===== src/rtl/fifo_dual_pop.sv =====
// Single-push, dual-pop FIFO: one write per cycle, the consumer sees the two
// oldest entries and may retire 0, 1 or 2 of them in order each cycle.
module fifo_dual_pop #(
  parameter bit          FALL_THROUGH = 1'b1,
  parameter int unsigned DATA_WIDTH   = 32,
  parameter int unsigned DEPTH        = 8,
  parameter type         dtype        = logic [DATA_WIDTH-1:0],
  parameter int unsigned ADDR_DEPTH   = $clog2(DEPTH)
) (
  input  logic                clk_i,
  input  logic                rst_ni,
  input  logic                flush_i,
  input  logic                testmode_i,
  output logic                full_o,
  output logic                empty_o,
  output logic [ADDR_DEPTH:0] usage_o,
  input  dtype                data_i,
  input  logic                push_i,
  output dtype                data_0_o,
  output logic                valid_0_o,
  output dtype                data_1_o,
  output logic                valid_1_o,
  input  logic                pop_0_i,
  input  logic                pop_1_i
);

  if (DEPTH < 2) begin : g_depth_check
    $fatal(1, "fifo_dual_pop: DEPTH must be at least 2");
  end

  localparam logic [ADDR_DEPTH:0] DEPTH_C = (ADDR_DEPTH+1)'(DEPTH);
  localparam logic [ADDR_DEPTH:0] ONE_C   = (ADDR_DEPTH+1)'(1);
  localparam logic [ADDR_DEPTH:0] TWO_C   = (ADDR_DEPTH+1)'(2);

  // Modulo-DEPTH pointer advance by 0, 1 or 2; works for non-power-of-2 DEPTH.
  function automatic logic [ADDR_DEPTH-1:0] ptr_add(input logic [ADDR_DEPTH-1:0] ptr,
                                                    input logic [1:0] step);
    logic [ADDR_DEPTH:0] sum;
    sum = (ADDR_DEPTH+1)'(ptr) + (ADDR_DEPTH+1)'(step);
    if (sum >= DEPTH_C) sum = sum - DEPTH_C;
    return sum[ADDR_DEPTH-1:0];
  endfunction

  dtype                  mem_q [DEPTH];
  logic [ADDR_DEPTH-1:0] rd_ptr_q, wr_ptr_q;
  logic [ADDR_DEPTH:0]   cnt_q, cnt_n;

  logic       push_acc, ft_0, ft_1, pop_0_ok, pop_1_ok, bypass_pop, write_en, mem_en;
  logic [1:0] n_pop, rd_step;

  always_comb begin
    full_o     = (cnt_q == DEPTH_C);
    push_acc   = push_i && !full_o;
    ft_0       = FALL_THROUGH && push_i && (cnt_q == '0);
    ft_1       = FALL_THROUGH && push_i && (cnt_q == ONE_C);
    data_0_o   = ft_0 ? data_i : mem_q[rd_ptr_q];
    data_1_o   = ft_1 ? data_i : mem_q[ptr_add(rd_ptr_q, 2'd1)];
    valid_0_o  = (cnt_q != '0) || ft_0;
    valid_1_o  = (cnt_q >= TWO_C) || ft_1;
    empty_o    = !valid_0_o;
    usage_o    = cnt_q;
    pop_0_ok   = pop_0_i && valid_0_o;
    pop_1_ok   = pop_0_i && pop_1_i && valid_1_o;
    n_pop      = {1'b0, pop_0_ok} + {1'b0, pop_1_ok};
    // A bypassed entry retired in the same cycle never touches storage.
    bypass_pop = (ft_0 && pop_0_ok) || (ft_1 && pop_1_ok);
    write_en   = push_acc && !bypass_pop;
    rd_step    = n_pop - {1'b0, bypass_pop};
    cnt_n      = cnt_q + (ADDR_DEPTH+1)'(push_acc) - (ADDR_DEPTH+1)'(n_pop);
    mem_en     = write_en || flush_i || testmode_i;
  end

  always_ff @(posedge clk_i or negedge rst_ni) begin
    if (!rst_ni) begin
      rd_ptr_q <= '0;
      wr_ptr_q <= '0;
      cnt_q    <= '0;
    end else if (flush_i) begin
      rd_ptr_q <= '0;
      wr_ptr_q <= '0;
      cnt_q    <= '0;
    end else begin
      rd_ptr_q <= ptr_add(rd_ptr_q, rd_step);
      if (write_en) wr_ptr_q <= ptr_add(wr_ptr_q, 2'd1);
      cnt_q    <= cnt_n;
    end
  end

  // Storage only clocks on a write or flush; test mode keeps the clock free-running.
  always_ff @(posedge clk_i or negedge rst_ni) begin
    if (!rst_ni) begin
      mem_q <= '{default: '0};
    end else if (mem_en) begin
      if (flush_i) mem_q <= '{default: '0};
      else if (write_en) mem_q[wr_ptr_q] <= data_i;
    end
  end

`ifndef SYNTHESIS
`ifndef COMMON_CELLS_ASSERTS_OFF
  push_when_full: assert property (@(posedge clk_i) disable iff (!rst_ni) !(push_i && full_o))
    else $fatal(1, "fifo_dual_pop: push while full");
  pop_0_invalid: assert property (@(posedge clk_i) disable iff (!rst_ni) !(pop_0_i && !valid_0_o))
    else $fatal(1, "fifo_dual_pop: pop_0 without valid_0");
  pop_1_invalid: assert property (@(posedge clk_i) disable iff (!rst_ni) !(pop_1_i && !valid_1_o))
    else $fatal(1, "fifo_dual_pop: pop_1 without valid_1");
  pop_1_alone: assert property (@(posedge clk_i) disable iff (!rst_ni) !(pop_1_i && !pop_0_i))
    else $fatal(1, "fifo_dual_pop: pop_1 without pop_0");
`endif
`endif

endmodule

===== config.mk =====
export PLATFORM = sky130hd
export DESIGN_NAME = fifo_dual_pop
export DESIGN_NICKNAME = d
export VERILOG_FILES = /design/src/rtl/fifo_dual_pop.sv
export SDC_FILE = /design/constraint.sdc
export NUM_CORES = 1
export LEC_CHECK = 0
export ABC_AREA = 1
export CAP_MARGIN = 10
export CORE_UTILIZATION = 30
export DETAILED_ROUTE_END_ITERATION = 8
export HOLD_SLACK_MARGIN = 0.03
export PLACE_DENSITY_LB_ADDON = 0.15
export SETUP_SLACK_MARGIN = 0.2
export SKIP_LAST_GASP = 1
export SLEW_MARGIN = 20
export SYNTH_ARGS = -nofsm -noshare
export SYNTH_HDL_FRONTEND = slang
export SYNTH_SLANG_ARGS = --single-unit

===== constraint.sdc =====
create_clock -name clk_i -period 3.7 [get_ports clk_i]
set_clock_uncertainty 0.15 [all_clocks]
set_input_delay 0.74 -clock clk_i [delete_from_list [all_inputs] [get_ports clk_i]]
set_output_delay 0.74 -clock clk_i [all_outputs]
set_load 0.01 [all_outputs]

# Word level (Yosys, flattened, before mapping)
# Index checks and enable logic that the tools add are counted.
# Widths: inputs -> output; s select.
# totals
ff_bits	266
out_inout_bits	72
inputBits	39
wordCells	76
# classes
reduce_logical	22
muxes	20
n_bitwise	3
n_lt_le_gt_ge	8
addsub	10
n_eq_ne	2
# ops
op	n
$mux 256	2
$bwmux 256	1
$mux 32	7
$bmux 32 s3	2
$demux 32 s3	1
$ge 4x4->1 const B	6
$mux 3	6
$not 3->4	3
$logic_and 1x1->1	10
$sub 3x1->3 const B	3
$add 3x1->4 const B	2
$logic_or 1x1->1	5
$add 3x2->4	1
$add 4x1->4	1
$eq 4x1->1 const B	1
$eq 4x4->1 const B	1
$ge 4x2->1 const B	1
$logic_not 4->1	1
$lt 4x1->1 const B	1
$mux 4	1
$reduce_bool 4->1	1
$sub 4x2->4	1
$logic_not 1->1	3
$add 1x1->2	1
3 further kinds	3

# Logic depth before layout (Yosys ltp)
# logic_depth
word_depth	11
mapped_depth	15

# Least setup slack after synthesis
# OpenSTA, ideal clock, no wires.
# synth_path
kind	register -> register
from	register cnt_q[2], in the netlist usage_o[2]
to	register cnt_q[2], in the netlist usage_o[2]
arrival_time_ps	2601
path_stages_with_launch	15
required_ps	3418
setup_slack_ps	817
setup_ps	132
cell_sequence	dfrtp_1 -> inv_1 -> ha_1 -> nand2_1 -> nor2_1 -> inv_1 -> nand2_1 -> inv_1 -> ha_1 -> ha_1 -> inv_1 -> ha_1 -> fa_1 -> xnor2_1 -> nor2_1
# synth_via
elab_chain_cells	7
word_cells_on_any_way	17
classes_between	3 x add/sub; 1 x order compare; 2 x eq/ne; 1 x mux; 10 x reduce/logical
# synth_lines
element	line	source
from (decl)	46	logic [ADDR_DEPTH:0] cnt_q, cnt_n;
from (signal assigned)	85	cnt_q <= cnt_n;
$logic_not 4->1	54	ft_0 = FALL_THROUGH && push_i && (cnt_q == '0);
$logic_and 1x1->1	54	
$logic_or 1x1->1 (*)	58	valid_0_o = (cnt_q != '0) || ft_0;
via valid_0_o	20	output logic valid_0_o,
$logic_and 1x1->1 (*)	62	pop_0_ok = pop_0_i && valid_0_o;
$add 1x1->2 (*)	64	n_pop = {1'b0, pop_0_ok} + {1'b0, pop_1_ok};
$sub 4x2->4 (*)	69	cnt_n = cnt_q + (ADDR_DEPTH+1)'(push_acc) - (ADDR_DEPTH+1)'(n_pop);
$mux 4 (*)	78	end else if (flush_i) begin
# Mark *: on every way through the listed nets, which the timed path passes. The rest lies on a longest branch.
# A chain may end at the register's enable or synchronous reset.

==> impl_metrics.tcl <==
set metrics [dict create \
    routabilityCongestion 0.7788 \
    pre_cts_ws_ns 0.1113 \
    ys_types 27 \
    ios 111 \
    die_x_um 237.8 \
    routed-wl-met3_mm 4.521 \
    grt_max_degree 154 \
    routed_wl_mm 66.58 \
    post-route-period-util_pct 96.47 \
    drv_cap 0 \
    rows 86 \
    fin_nets 2549 \
    place_inst 3186 \
    finalSetupTns_ns 0 \
    path_common_cell "clkdlybuf4s50_1" \
    cts_tree "yes" \
    grt_antenna_before_repair 0 \
    yosysWarningCount 0 \
    io_buffer_count 109 \
    wl_met2_mm 30.40 \
    placed_area_sq_um 18560 \
    outcome "finished, final reports clean" \
    r2r-start "usage_o[2]" \
    ys_ff_latch 266 \
    synth_top_area_share_pct 39.91 \
    grt_pass1_vias 16000 \
    fin_util_pct 36.91 \
    dieArea_sq_um 56540 \
    syn_area_sq_um 16680 \
    arrival_ns 2.68 \
    fin_crit_ns 3.569 \
    worstPathRequired_ns 2.81 \
    fin_cells 3267 \
    grtUsageTotal_pct 22.80 \
    synth-xor-area-share_pct 0.2626 \
    clk_latency_ns 0.53 \
    cts-hold-fix-buffers 0 \
    grt_pass1_wl_mm 98.73 \
    core_sq_um 54990 \
    synth_area_leader_cell "dfrtp_1" \
    r2r-end "rd_ptr_q[2]" \
    die_h_um 237.8 \
    final_cell_area_sq_um 20300 \
    path_max_fanout 11 \
    rrSetupSlack_ns 0.80 \
    ys_top_cells_by_area "dfrtp_1 40%, nand2_1 21%, nand3_1 14%" \
    first_pass_iters 5 \
    drt.antenna.violating_nets 0 \
    synthMuxAreaShare_pct 0 \
    finalSetupViolCount 0 \
    synth-simple-area-share_pct 37.04 \
    rsz0062_at_grt "yes" \
    hold_viol_final 0 \
    cp_cell_sequence "clkdlybuf4s50_1, buf_4, inv_2, nor2_4, clkinv_4, buf_12, nand3_1, nand2_1, clkdlybuf4s50_1" \
    worst_ir_drop_vdd_v 0.0006411 \
    cts.htree.levels 2 \
    avgSynthCellArea_sq_um 6.774 \
    min_path_type "input pin to asynchronous set/reset pin" \
    slowest_delay_ns 0.48 \
    syn_nets 2515 \
    drc_errors 0 \
    power-per-cell-area_nw_per_um2 667.1 \
    cpMaxStageDelayCell "clkdlybuf4s50_1" \
    r2r_cells 15 \
    setup_ws_ns 0.1305 \
    clk_pin_slew_worst_paths_ns 0.06 \
    grt_overflow 0 \
    max_freq_mhz 280.2 \
    routed.top_layer "met4" \
    drive_gt1_share_pct 6.434 \
    ys_seq_area_share_pct 39.91 \
    slew_headroom_pct 42.55 \
    cp-start-kind "input pin" \
    synth_compound_gate_area_share_pct 11.32 \
    cts_num_sinks 266 \
    drt_iter0_markers 1567 \
    wire_per_inst_um 20.38 \
    final_max_slew_viol_count 0 \
    synthAdderAreaFrac_pct 1.140 \
    worstSetupPathType "input pin to output port" \
    vias_per_cell 5.211 \
    end_kind "output port" \
    cts_buffer_depth 3 \
    worst_pin_slew_ns 0.8618 \
    vias 17020 \
    initial_utilization_pct 30.33 \
    met1_length_mm 30.16 \
    leakage_nw 10.02 \
    numCtsBuffers 35 \
    syn_inst 2462 \
    root_buffer "clkbuf_16" \
    dp_hpwl_mm 33.67 \
    syn_to_final_growth_pct 21.70 \
    synth_top_family_by_area "simple AND/OR/NAND/NOR gates" \
]
## worst max-delay path, delay by kind of cell
family                 cells  cell delay (ns)
buffers and inverters      6             1.49
AND/OR/NAND/NOR            3             0.43
## area by class of cell
| class | instances | area (sq um) |
|---|---|---|
| fillers | 5769 | 34690 |
| flip-flops and latches | 266 | 6665 |
| clock buffers | 56 | 1067 |
| inverters | 197 | 760.7 |
| well taps | 748 | 935.9 |
| diodes | 1 | 2.502 |
| multi-input cells | 1809 | 8379 |
| clock inverters | 3 | 15.01 |
| repair buffers | 187 | 2470 |
## cells in the mapped netlist
cell type / n
nand4_2: 1
buf_1: 11
buf_2: 65
ha_1: 12
xor2_1: 2
inv_1: 194
buf_6: 24
fa_1: 2
xnor2_1: 3
o21ai_0: 185
nor2_1: 46
inv_2: 3
o211ai_1: 96
o21ai_1: 10
nand3_4: 1
buf_4: 2
nand4_1: 8
nor3_1: 6
a21oi_4: 1
nor2_4: 8
clkbuf_1: 88
a21oi_1: 35
nand2_1: 938
nand3_1: 453
nor2_2: 1
nand3_2: 1
dfrtp_1: 266
## per-stage QoR
step	hold slack, ns	total power [mW]
6_report	0.06282	13.54
4_1_cts	0.09662	13.31
5_1_grt	0.1210	14.23
3_3_place_gp	0.3342	9.393
3_5_place_dp	0.3373	9.432
2_1_floorplan	0.2944	6.636
## state kept, by name (all words and copies together), names as in the netlist
signal	count
rd_ptr_q	3
mem_q	256
usage_o	4
wr_ptr_q	3
## kinds of logic (layout without fill, tap and decap cells)
logic type                 Yosys count  after routing
DFF                                266            266
other                                0              1
AOI/OAI and AO/OA                  327            327
buffers and inverters              387            443
and+or+nand+nor                   1463           1463
adders and majority gates           14             14
xor gates and xnor gates             5              5
## layer usage
layer | vias to the layer above | global-route usage [%]
li1 | 8059 | -
met1 | 8207 | 32.14
met2 | 662 | 36.78
met3 | 95 | 2.659
met4 | 0 | 6.100
met5 | - | 0
## power by group
group          internal (mW)  switching (mW)
registers               3.08           0.167
clock network           1.96            1.31
logic                   2.66            4.36
## repair_timing
action	in CTS	in global routing
gates cloned	7	7
gates resized for setup	54	53
endpoints found under the setup margin	61	45
buffers inserted	3	4
pin swaps	4	0
## placed cells by master (no fill, tap or decap), drive strengths merged
master,n
a21oi,36
buf,72
bufbuf,2
clkbuf,63
clkdlybuf4s50,48
clkinv,4
clkinvlp,1
dfrtp,266
diode,1
dlygate4sd2,23
dlymetal6s2s,35
fa,2
ha,12
inv,195
nand2,938
nand3,455
nand4,9
nor2,55
nor3,6
o211ai,96
o21ai,195
xnor2,3
xor2,2
## worst max path at each step
stage | endpoint | startpoint | cells after the start
3_3_place_gp | data_0_o[31] | push_i | 9
4_1_cts | data_1_o[14] | rd_ptr_q[0] | 7
2_1_floorplan | usage_o[2] | usage_o[2] | 14
3_5_place_dp | data_1_o[31] | push_i | 7
5_1_grt | data_1_o[5] | rd_ptr_q[0] | 8
6_report | data_0_o[12] | push_i | 9
Note: power is estimated with default switching activity, not from simulation.
